### config.mk
export PLATFORM = sky130hd
export DESIGN_NAME = mc_datapath
export DESIGN_NICKNAME = d
export VERILOG_FILES = /design/src/rtl/mc_datapath.sv
export SDC_FILE = /design/constraint.sdc
export NUM_CORES = 2
export LEC_CHECK = 0
export BUFFER_PORTS_ARGS = -buffer_cell sky130_fd_sc_hd__buf_2
export CAP_MARGIN = 20
export CORE_MARGIN = 5
export CORE_UTILIZATION = 63
export CTS_CLUSTER_DIAMETER = 200
export DETAILED_ROUTE_END_ITERATION = 10
export PLACE_DENSITY_LB_ADDON = 0.3
export SETUP_SLACK_MARGIN = 0.1
export SLEW_MARGIN = 0
export SYNTH_ARGS = -nofsm -noshare
export SYNTH_HDL_FRONTEND = slang
export SYNTH_SLANG_ARGS = --single-unit
### constraint.sdc
create_clock -name clock -period 6.44 [get_ports clock]
set_clock_uncertainty 0.2 [all_clocks]
set_input_delay 0.322 -clock clock [delete_from_list [all_inputs] [get_ports clock]]
set_output_delay 0.322 -clock clock [all_outputs]
set_load 0.02 [all_outputs]
### src/rtl/mc_datapath.sv
// mc_datapath -- multicycle CPU datapath, the consumer of the controller's
// control bus. Holds PC, IR, register file, A/B/ALUOut/MDR latches and ALU,
// and executes whatever control word is presented each cycle.
//
// Ports
//   clock, resetn        rising-edge clock, synchronous active-low reset
//   wpc, wir, wreg       PC / IR / register-file write enables
//   regrt[1:0]           dest: 0=r31, 1=rt, 2=rd, 3=no write
//   m2reg, wrRegData     write-back source select (PC+4 / ALUOut / MDR)
//   aluc[2:0], alusrcb   ALU op and B-operand select
//   pcsource[1:0]        next PC: PC+4 / branch / rs / jump
//   sext                 immediate extension (1=sign, 0=zero)
//   imem_rdata,dmem_rdata memory read data
//   op, func, z          decode fields and zero flag back to the controller
//   imem_addr, dmem_addr, dmem_wdata, pc   memory buses and PC observation
//
// Optional build macro MC_DATAPATH_DBG_EN adds a third combinational read
// port (dbg_raddr / dbg_rdata) for register inspection.

module mc_datapath #(
   parameter logic [31:0] RESET_PC  = 32'h0000_0000,
   parameter int          NREG_LOG2 = 5
) (
   input  logic                 clock,
   input  logic                 resetn,
   input  logic                 wpc,
   input  logic                 wir,
   input  logic                 wreg,
   input  logic [1:0]           regrt,
   input  logic                 m2reg,
   input  logic                 wrRegData,
   input  logic [2:0]           aluc,
   input  logic                 alusrcb,
   input  logic [1:0]           pcsource,
   input  logic                 sext,
   input  logic [31:0]          imem_rdata,
   input  logic [31:0]          dmem_rdata,
`ifdef MC_DATAPATH_DBG_EN
   input  logic [NREG_LOG2-1:0] dbg_raddr,
   output logic [31:0]          dbg_rdata,
`endif
   output logic [5:0]           op,
   output logic [5:0]           func,
   output logic                 z,
   output logic [31:0]          imem_addr,
   output logic [31:0]          dmem_addr,
   output logic [31:0]          dmem_wdata,
   output logic [31:0]          pc
);

   localparam int NREG = 1 << NREG_LOG2;

   logic [31:0] pc_q, ir_q, a_q, b_q, aluout_q, mdr_q;
   logic [31:0] rf_q [0:NREG-1];

   logic [NREG_LOG2-1:0] rs_addr, rt_addr, rd_addr, wr_addr;
   logic [31:0]          rs_data, rt_data;
   logic [31:0]          imm, opb, alu_r;
   logic [31:0]          pc_plus4, br_off, pc_d, wr_data;
   logic                 wr_en;

   assign rs_addr = ir_q[21 +: NREG_LOG2];
   assign rt_addr = ir_q[16 +: NREG_LOG2];
   assign rd_addr = ir_q[11 +: NREG_LOG2];

   // Read ports return the stored value, so a same-cycle write is only
   // visible on the following cycle.
   assign rs_data = (rs_addr == '0) ? 32'h0 : rf_q[rs_addr];
   assign rt_data = (rt_addr == '0) ? 32'h0 : rf_q[rt_addr];

`ifdef MC_DATAPATH_DBG_EN
   assign dbg_rdata = (dbg_raddr == '0) ? 32'h0 : rf_q[dbg_raddr];
`endif

   assign imm = sext ? {{16{ir_q[15]}}, ir_q[15:0]} : {16'h0, ir_q[15:0]};
   assign opb = alusrcb ? imm : b_q;

   always_comb begin
      alu_r = 32'h0;
      case (aluc)
         3'b000:  alu_r = a_q + opb;
         3'b001:  alu_r = a_q - opb;
         3'b010:  alu_r = {31'h0, $signed(a_q) < $signed(opb)};
         3'b100:  alu_r = b_q << ir_q[10:6];   // shifts always use the B latch
         3'b101:  alu_r = a_q | opb;
         3'b110:  alu_r = a_q & opb;
         default: alu_r = 32'h0;
      endcase
   end

   assign z = (alu_r == 32'h0);

   // Branch offset is always sign-extended, independent of sext.
   assign pc_plus4 = pc_q + 32'd4;
   assign br_off   = {{14{ir_q[15]}}, ir_q[15:0], 2'b00};

   always_comb begin
      pc_d = pc_plus4;
      case (pcsource)
         2'd0: pc_d = pc_plus4;
         2'd1: pc_d = pc_plus4 + br_off;
         2'd2: pc_d = rs_data;               // read port, so jr resolves in ID
         2'd3: pc_d = {pc_plus4[31:28], ir_q[25:0], 2'b00};
      endcase
   end

   always_comb begin
      wr_addr = '0;
      case (regrt)
         2'd0:    wr_addr = '1;
         2'd1:    wr_addr = rt_addr;
         2'd2:    wr_addr = rd_addr;
         default: wr_addr = '0;
      endcase
   end

   // Link value comes from the pre-update PC, so jal can write PC and r31
   // in the same cycle.
   assign wr_data = wrRegData ? (m2reg ? mdr_q : aluout_q) : pc_plus4;
   assign wr_en   = wreg && (regrt != 2'd3) && (wr_addr != '0);

   always_ff @(posedge clock) begin
      if (!resetn) begin
         pc_q     <= RESET_PC;
         ir_q     <= 32'h0;
         a_q      <= 32'h0;
         b_q      <= 32'h0;
         aluout_q <= 32'h0;
         mdr_q    <= 32'h0;
         for (int i = 0; i < NREG; i++) rf_q[i] <= 32'h0;
      end else begin
         if (wpc) pc_q <= pc_d;
         if (wir) ir_q <= imem_rdata;
         a_q      <= rs_data;
         b_q      <= rt_data;
         aluout_q <= alu_r;
         mdr_q    <= dmem_rdata;
         if (wr_en) rf_q[wr_addr] <= wr_data;
      end
   end

   assign op         = ir_q[31:26];
   assign func       = ir_q[5:0];
   assign imem_addr  = pc_q;
   assign dmem_addr  = aluout_q;
   assign dmem_wdata = b_q;
   assign pc         = pc_q;

endmodule

==> metrics.txt <==
result of the run complete, no violations; Worst VDD drop 0.289 mV; clock buffer depth 3; Die X-Extent 339 microns; initial antenna violation count 11; Critical Path Fanout Max 6; end-of-flow core utilization 71.2%; Root Buffer clkbuf_16; via/cell ratio 7.43; multi-input logic area 31,200 sq um; post-DP HPWL 167,000 microns; wirelength, routed 263,000 microns; maxcap violations 0; GRT overflow 0; filler instances 7,030; library cells used by synthesis 90; CP top delay family compound AO/OA/AOI/OAI gates; initial cell density of the core 63.6%; row count 120; Worst path max stage delay 600 ps; Hold WC Path Type in2reg; Worst-path clk slew 60 ps; Worst-Margin Slew 1360 ps; most frequent cells in the layout nor2_1, edfxtp_1, mux4_2; RSZ-0062 raised after global routing false; prevailing post-synth register cell edfxtp_1; Die Span Y 339 microns; CTS sink cnt 1,221; Worst slew margin 9.24%; vias in the first global route 51,957; Avg WL per Cell 36.8 microns; Synth warnings 0; fin crit period 6300 ps; Final setup violation count 0; cts bufs inserted 132; CORE AREA 107,000 sq um; crit path cell chain mux2i_1 > ha_1 > and3_1 > a2111o_1 > a311oi_4 > o21ai_0 > o21a_1 > xnor2_1 > a2111oi_0 > nand3_1 > nor4_1 > nand4_1 > nor4_2 > buf_2; Die Area 115,000 sq um; WS Path Type reg2out; Post-synth EDFFs 1,024; crit start category flip-flop; drc violations 0; commonest non-fill, non-tap cell in the layout nor2_1; Mapped Avg Cell Area 12.5 sq um; Clk Latency, worst-skew pair 780 ps; layout net count 5,832; RePlAce Congestion 1.10; H-tree levels 4; static leakage 27.4 nW; P&R area growth vs syn 12.0%; pin count of the biggest net entering global routing 82; global-route wire length before repair 371,000 microns; Final Hold Fails 0; FFs w/ async S/R, synth 0%; post-synthesis cell area 68,200 sq um; CP endpoint kind output port; DRT iter0 DRCs 9,821; register area 34,700 sq um; TritonCTS clock tree yes; DR pass1 iterations 8; post-route ant nets 0; fmax 159 MHz; Final Max Tran Viols 0; Global Route Usage Sum 45.0%; critical path data required time 5920 ps; Vias 52,978; io pins 221; Seq cells post-synth 1,221; proportion of layout cells with a drive suffix above 1 23.9%; PortBufs 220; crit share post-route 97.9%; worst path bufs/invs 1; Slowest cell on crit path dfxtp_1; setup TNS 0 ps; cells after synthesis 5,466; post-synthesis sequential area ratio 50.9%; Power Dens Cells 274 nW/um^2; CP Data Arrival Time 5780 ps
-- power breakdown --
part / internal, mW / switching (mW) / total, mW
logic: 1.36 / 2.48 / 3.84
registers: 8.90 / 0.360 / 9.26
clock network: 4.55 / 3.33 / 7.88
total: 14.8 / 6.16 / 21.0
-- sequential cells by signal, summed over array words and instances, names as in the netlist, named ones only --
name / cells
dmem_addr: 32
ir_q: 32
rf_q: 1024
a_q: 32
imem_addr: 32
mdr_q: 32
dmem_wdata: 32
-- cell families after synthesis --
group | after synthesis | share of synthesized area, %
flip-flops | 1221 | 50.9
AO/OA/AOI/OAI | 658 | 6.59
XOR/XNOR | 71 | 0.911
other | 1 | 0.00550
AND/OR/NAND/NOR | 1820 | 11.0
multiplexers | 900 | 24.1
adder cells (fa/ha/maj) | 133 | 2.47
buffers and inverters | 662 | 4.06
-- layer usage --
layer,global-route usage (%),vias up,part of all wire [%]
li1,-,20810,-
met1,55.2,25719,31
met2,67.2,5197,44
met3,14.8,1248,15
met4,33.5,4,10
met5,0,-,0.011
-- per-stage QoR --
step	std cells	area, sq um	setup WS (ps)	hold WS [ps]	power, mW
floorplan	5497	68300	941	249	11.5
global placement	6780	70800	663	266	12.9
detailed placement	6780	70800	621	282	13.0
CTS	7123	76300	152	2.69	20.8
global route	7125	76400	120	67.7	21.4
finish	7133	76400	138	36.8	21.0
-- Yosys cell counts, drive strengths merged, types with 22 or more instances --
| cell type | n | share of area, % |
|---|---|---|
| o22ai | 42 | 0.39 |
| nor2 | 1284 | 7.1 |
| dfxtp | 197 | 5.8 |
| edfxtp | 1024 | 45 |
| clkbuf | 382 | 2.2 |
| a21oi | 151 | 1.1 |
| nand2 | 246 | 1.4 |
| and2 | 61 | 0.56 |
| buf | 154 | 1.2 |
| xor2 | 22 | 0.28 |
| o221ai | 30 | 0.39 |
| mux4 | 589 | 19 |
| o211ai | 28 | 0.31 |
| nor3 | 62 | 0.46 |
| xnor2 | 49 | 0.63 |
| o21ai | 120 | 0.88 |
| nand3 | 44 | 0.32 |
| a211oi | 43 | 0.47 |
| a221oi | 38 | 0.49 |
| mux2 | 57 | 0.94 |
| inv | 123 | 0.68 |
| ha | 130 | 2.4 |
| mux2i | 254 | 3.7 |
| a21o | 22 | 0.24 |
-- final timing paths --
kind | from | to | slack, ps | depth (start not counted)
min | wpc | imem_addr[21] | 40 | 2
max reg2reg | imem_addr[5] | imem_addr[31] | 1220 | 18
max | ir_q[2] | z | 140 | 14
min reg2reg | ir_q[28] | ir_q[28] | 300 | 2
-- layout make-up --
type / count / area share [%]
well taps: 1403 / 2.30
repair buffers: 524 / 5.02
multi-input cells: 3614 / 40.8
inverters: 126 / 0.625
clock buffers: 172 / 4.77
diodes: 8 / 0.0262
flip-flops and latches: 1221 / 45.4
clock inverters: 65 / 1.06
-- what timing repair did --
| action | 4_1_cts | 5_1_grt |
|---|---|---|
| endpoints found under the hold margin | 87 | 0 |
| resized for setup | 1 | 7 |
| setup buffers | 0 | 0 |
| setup endpoints to repair | 1 | 1 |
| hold buffers | 106 | 0 |
| cloned | 0 | 0 |
(Power assumes the default switching activity.)
